--- src/rtl/dm_arb_pkg.sv ---
// Shared constants for the data-memory port arbiter.
// State encoding and port indices.
package dm_arb_pkg;

  localparam logic [1:0] ST_IDLE = 2'd0;
  localparam logic [1:0] ST_OWN0 = 2'd1;
  localparam logic [1:0] ST_OWN1 = 2'd2;

  localparam logic P_CPU = 1'b0;
  localparam logic P_DMA = 1'b1;

endpackage

--- src/rtl/rr_pick2.sv ---
// Two-way round-robin picker.
// Ties go to the port that was not granted last.
module rr_pick2
  import dm_arb_pkg::*;
(
  input  logic [1:0] req,
  input  logic       last,
  output logic [1:0] pick
);

  always_comb begin
    pick = 2'b00;
    unique case (1'b1)
      (&req):
        pick = (last == P_DMA) ? 2'b01 : 2'b10;
      (req[0] & ~req[1]):
        pick = 2'b01;
      (req[1] & ~req[0]):
        pick = 2'b10;
      default:
        pick = 2'b00;
    endcase
  end

endmodule

--- src/rtl/dm_port_arbiter.sv ---
// Shares dm_4k between the CPU MEM stage (port 0) and the DMA (port 1).
// Round-robin with bounded locked bursts; 1-cycle registered read return.
module dm_port_arbiter
  import dm_arb_pkg::*;
#(
  parameter int ADDR_W    = 10,
  parameter int DATA_W    = 32,
  parameter int MAX_BURST = 8
) (
  input  logic              clk,
  input  logic              rst,
  input  logic              req0,
  input  logic              we0,
  input  logic [ADDR_W-1:0] addr0,
  input  logic [DATA_W-1:0] wdata0,
  input  logic              lock0,
  output logic              gnt0,
  output logic              rvalid0,
  output logic [DATA_W-1:0] rdata0,
  input  logic              req1,
  input  logic              we1,
  input  logic [ADDR_W-1:0] addr1,
  input  logic [DATA_W-1:0] wdata1,
  input  logic              lock1,
  output logic              gnt1,
  output logic              rvalid1,
  output logic [DATA_W-1:0] rdata1,
  output logic              cpu_stall,
  output logic              mem_we,
  output logic [ADDR_W-1:0] mem_addr,
  output logic [DATA_W-1:0] mem_din,
  input  logic [DATA_W-1:0] mem_dout
);

  localparam int CNT_W = $clog2(MAX_BURST + 1);
  localparam logic [CNT_W-1:0] CNT_MAX = CNT_W'(MAX_BURST);
  // burst_cnt excludes the IDLE grant that opened the burst
  localparam logic [CNT_W-1:0] CNT_LIM = CNT_W'(MAX_BURST - 1);

  logic [1:0]       state_q;
  logic [1:0]       state_d;
  logic             last_q;
  logic             last_d;
  logic [CNT_W-1:0] burst_cnt;
  logic [CNT_W-1:0] cnt_d;
  logic [CNT_W-1:0] cnt_inc;
  logic [1:0]       req;
  logic [1:0]       lock;
  logic [1:0]       pick;
  logic [1:0]       gnt_raw;
  logic [1:0]       gnt;
  logic             own;
  logic             win;

  assign req  = {req1, req0};
  assign lock = {lock1, lock0};
  assign own  = (state_q == ST_OWN1);
  assign win  = pick[1];

  rr_pick2 u_pick (
    .req  (req),
    .last (last_q),
    .pick (pick)
  );

  assign cnt_inc = (burst_cnt == CNT_MAX) ? burst_cnt
                                          : burst_cnt + 1'b1;

  always_comb begin
    gnt_raw = 2'b00;
    state_d = state_q;
    cnt_d   = burst_cnt;
    case (state_q)
      ST_OWN0, ST_OWN1: begin
        gnt_raw[own] = req[own];
        if (req[own])
          cnt_d = cnt_inc;
        if (!req[own] || !lock[own] ||
            (cnt_inc >= CNT_LIM && req[~own]))
          state_d = ST_IDLE;
      end
      default: begin
        gnt_raw = pick;
        cnt_d   = '0;
        state_d = ST_IDLE;
        if ((|pick) && lock[win] &&
            (MAX_BURST > 1 || !req[~win]))
          state_d = win ? ST_OWN1 : ST_OWN0;
      end
    endcase
  end

  always_comb begin
    last_d = last_q;
    if (|gnt_raw)
      last_d = gnt_raw[1];
  end

  assign gnt       = gnt_raw & {2{~rst}};
  assign gnt0      = gnt[0];
  assign gnt1      = gnt[1];
  assign cpu_stall = req0 & ~gnt0;

  assign mem_we   = (gnt0 & we0) | (gnt1 & we1);
  assign mem_addr = gnt1 ? addr1 : addr0;
  assign mem_din  = gnt1 ? wdata1 : wdata0;

  always_ff @(posedge clk or posedge rst) begin
    if (rst) begin
      state_q   <= ST_IDLE;
      last_q    <= P_DMA;
      burst_cnt <= '0;
    end else begin
      state_q   <= state_d;
      last_q    <= last_d;
      burst_cnt <= cnt_d;
    end
  end

  always_ff @(posedge clk or posedge rst) begin
    if (rst) begin
      rvalid0 <= 1'b0;
      rvalid1 <= 1'b0;
      rdata0  <= '0;
      rdata1  <= '0;
    end else begin
      rvalid0 <= gnt0 & ~we0;
      rvalid1 <= gnt1 & ~we1;
      if (gnt0 & ~we0)
        rdata0 <= mem_dout;
      if (gnt1 & ~we1)
        rdata1 <= mem_dout;
    end
  end

endmodule

--- config.mk ---
export PLATFORM = sky130hd
export DESIGN_NAME = dm_port_arbiter
export DESIGN_NICKNAME = d
export VERILOG_FILES = /design/src/rtl/dm_arb_pkg.sv /design/src/rtl/rr_pick2.sv /design/src/rtl/dm_port_arbiter.sv
export SDC_FILE = /design/constraint.sdc
export NUM_CORES = 1
export LEC_CHECK = 0
export BUFFER_PORTS_ARGS = -buffer_cell sky130_fd_sc_hd__buf_2
export CORE_ASPECT_RATIO = 0.7
export CORE_MARGIN = 2
export CORE_UTILIZATION = 43
export DETAILED_ROUTE_END_ITERATION = 16
export PLACE_DENSITY = 0.78
export SKIP_LAST_GASP = 1
export SYNTH_ARGS = -nofsm -noshare
export SYNTH_HDL_FRONTEND = slang
export SYNTH_SLANG_ARGS = --single-unit
--- constraint.sdc ---
create_clock -name clk -period 3.2 [get_ports clk]
set_input_delay 0.32 -clock clk [delete_from_list [all_inputs] [get_ports clk]]
set_output_delay 0.32 -clock clk [all_outputs]
set_load 0.02 [all_outputs]
==> run_results.csv <==
group,metric,value,unit
run_status,status,"finished, final reports clean",
sta,post-route-period-util,0.934,
worst_setup_path,worstSetupEndpointType,"primary output",
grt,grt_pass1_vias,2711,
power_and_ir_drop,power.internal,2.90,mW
sta,worst_slack,0.211,ns
clock_network,hold_buffers,0,
routing,drtIter0Drc,106,
floorplan,ios,236,
clock_network,cts-resized-gates,0,
min_path,hold_depth,2,
power_and_ir_drop,vdd_drop_max,0.000631,V
power_and_ir_drop,p_sw,1.65,mW
synth,syn_inst,249,
place,placedCellCount,582,
cells_and_area,fin_nets,616,
power_and_ir_drop,power_frac_clock,0.237,
sta,setup_tns,0,ns
grt,overflow,0,
clock_network,tritoncts,"done",
sta,max_slew_margin,0.391,
routing,routed_wl,9.08,mm
synth,synth_top_area_frac,0.491,
synth,netlist_top_cells_count,"72 x dfrtp_1, 70 x mux2_2, 29 x mux2_4",
cells_and_area,drive_gt1_frac,0.740,
floorplan,dieArea,0.00930,mm^2
power_and_ir_drop,sw_frac_of_total,0.362,
place,io_buffers,235,
min_path,min_path_type,"input port to register",
floorplan,core_area,0.00837,mm^2
clock_network,cts_htree_levels,3,
power_and_ir_drop,p_seq_frac,0.335,
grt,antenna_found_initial,0,
worst_setup_path,start_kind,"register",
routing,drc,0,
sta,setup_violations,0,
sta,fmax,335,MHz
synth,synth_nets,377,
worst_setup_path,r2r_cells,7,
worst_setup_path,cp.arrival,2.67,ns
clock_network,clock_path_buffers,2,
routing,first_pass_iters,4,
floorplan,initial_core_util,0.438,
place,gp_congestion,0.788,
place,dp_hpwl,6.96,mm
floorplan,num_rows,28,
sta,hold_violations,0,
clock_network,cts_root_buffer,"clkbuf_16",
power_and_ir_drop,comb_power_share,0.428,
cells_and_area,area_growth,42.6,%
synth,syn_area,0.00367,mm^2
synth,async_reset_ff_frac,1.00,
clock_network,cts.reportedPaths.clkPinSlew,0.06,ns
sta,worst_pin_slew,0.914,ns
synth,ys.flop_type,"dfrtp_1",
synth,synth_top_area_cell,"dfrtp_1",
synth,yosysWarnings,0,
worst_setup_path,path_max_fanout,44,
grt,grt_pass1_wl,13.4,mm
worst_setup_path,path_class,"register to primary output",
floorplan,fp.dieW,114,um
routing,routed_via_density,4.79,
clock_network,numCtsBuffers,9,
flow_run,cap_violations,0,
power_and_ir_drop,p_per_area,871,mW/mm^2
synth,synth.ff_latch_count,73,
cells_and_area,num_antenna_cells,0,
sta,rsz0062_at_grt,"false",
synth,synth-seq-area-share,0.498,
worst_setup_path,worstPathRequired,2.88,ns
sta,drv_slew,0,
synth,yosysUniqueCellTypes,32,
power_and_ir_drop,leakage,2.64,nW
routing,num_vias,2867,
routing,wl_per_cell,15.2,um
clock_network,cts_sinks,73,
sta,min_period,2.99,ns
place,dp_slack,0.564,ns
routing,detail-route-antenna-nets,0,
synth,synth.area.top_cells,"dfrtp_1 49%, mux2_2 21%, mux2_4 12%, buf_6 3.7%, mux2_1 2.5%",
grt,grt_max_degree,74,
cells_and_area,stdcell_count,598,
floorplan,die_h,81.3,um
synth,avgSynthCellArea,14.7,um^2
sta,finClkSkew,0.00724,ns
grt,track_usage,0.185,
clock_network,worst_skew_pair.late_latency,0.32,ns
synth,synth_edf_count,0,
cells_and_area,nFillCells,680,
clock_network,post_cts_buffers,0,
synth,synth_most_common_cell,"dfrtp_1",
-- worst max-delay path, stage by stage (launching register included) --
cell	delay (ns)
dfrtp_1	0.33
inv_1	0.05
ha_1	0.45
and3_4	0.28
nor3_4	0.14
buf_4	0.47
mux2_2	0.43
buf_2	0.17
-- placed cells by master, fill, tap and decap left out, types with 2 or more instances in the layout --
cell,n
nor2_1,5
a21oi_1,7
bufinv_16,2
inv_1,5
nor2b_1,3
buf_4,4
clkinvlp_4,3
buf_2,235
clkbuf_16,9
a22oi_1,2
nand2b_1,2
mux2_4,29
mux2_1,8
mux2_2,70
dfrtp_1,72
ha_1,4
nand4_1,2
o211ai_1,2
nand2_1,7
-- logic make-up after synthesis --
logic type,Yosys count,synth area share
AOI/OAI and AO/OA,17,0.0310
xor gates and xnor gates,2,0.00478
adders and majority gates,4,0.0136
buffers and inverters,18,0.0430
DFF,73,0.498
muxes,107,0.358
and+or+nand+nor,28,0.0508
-- layout make-up --
| cell class | instances | area [um^2] | share of cell area |
|---|---|---|---|
| well taps | 105 | 131 | 0.0251 |
| inverters | 6 | 26.3 | 0.00503 |
| flip-flops and latches | 73 | 1830 | 0.350 |
| clock buffers | 10 | 239 | 0.0457 |
| multi-input cells | 158 | 1690 | 0.323 |
| clock inverters | 6 | 88.8 | 0.0170 |
| repair buffers | 240 | 1230 | 0.235 |
-- flip-flops by register name, indices dropped and copies added (netlist names) --
signal / cells
burst_cnt: 4
rdata0: 32
state_q: 2
rdata1: 32
rvalid0: 1
last_q: 1
rvalid1: 1
-- power by group through the flow --
stage,logic [mW],clock network (mW),registers (mW)
floorplan,0.867,0,1.99
global placement,1.93,0,1.52
detailed placement,1.96,0,1.54
CTS,1.96,1.11,1.53
global route,2.08,1.14,1.58
finish,1.95,1.08,1.53
-- metal layers --
layer,global-route usage,part of all wire,up-vias
li1,-,-,1374
met1,0.256,0.47,1390
met2,0.292,0.48,98
met3,0.0545,0.052,5
met4,0.0378,0.0042,0
met5,0,0,-
-- stage by stage --
stage	hold slack, ns	util	cell area (um^2)	power (mW)
after floorplan	0.455	-	3670	2.85
after global placement	0.465	0.585	4900	3.44
after detailed placement	0.469	0.585	4900	3.50
after CTS	0.217	0.624	5230	4.60
after global routing	0.223	0.624	5230	4.80
final	0.227	0.624	5230	4.55
-- final timing paths --
kind,to,slack (ns),from
worst min register to register,rdata0[26]$_DFFE_PP0P_,0.48,rdata0[26]$_DFFE_PP0P_
worst max register to register,rdata0[9]$_DFFE_PP0P_,0.69,state_q[0]$_DFFE_PP0P_
max in group asynchronous,rdata1[6]$_DFFE_PP0P_,2.23,rst
min in group asynchronous,state_q[1]$_DFFE_PP0P_,0.36,rst
worst min-delay path,rdata0[14]$_DFFE_PP0P_,0.23,mem_dout[14]
worst max-delay path,mem_din[5],0.21,state_q[0]$_DFFE_PP0P_
(Power assumes the default switching activity.)
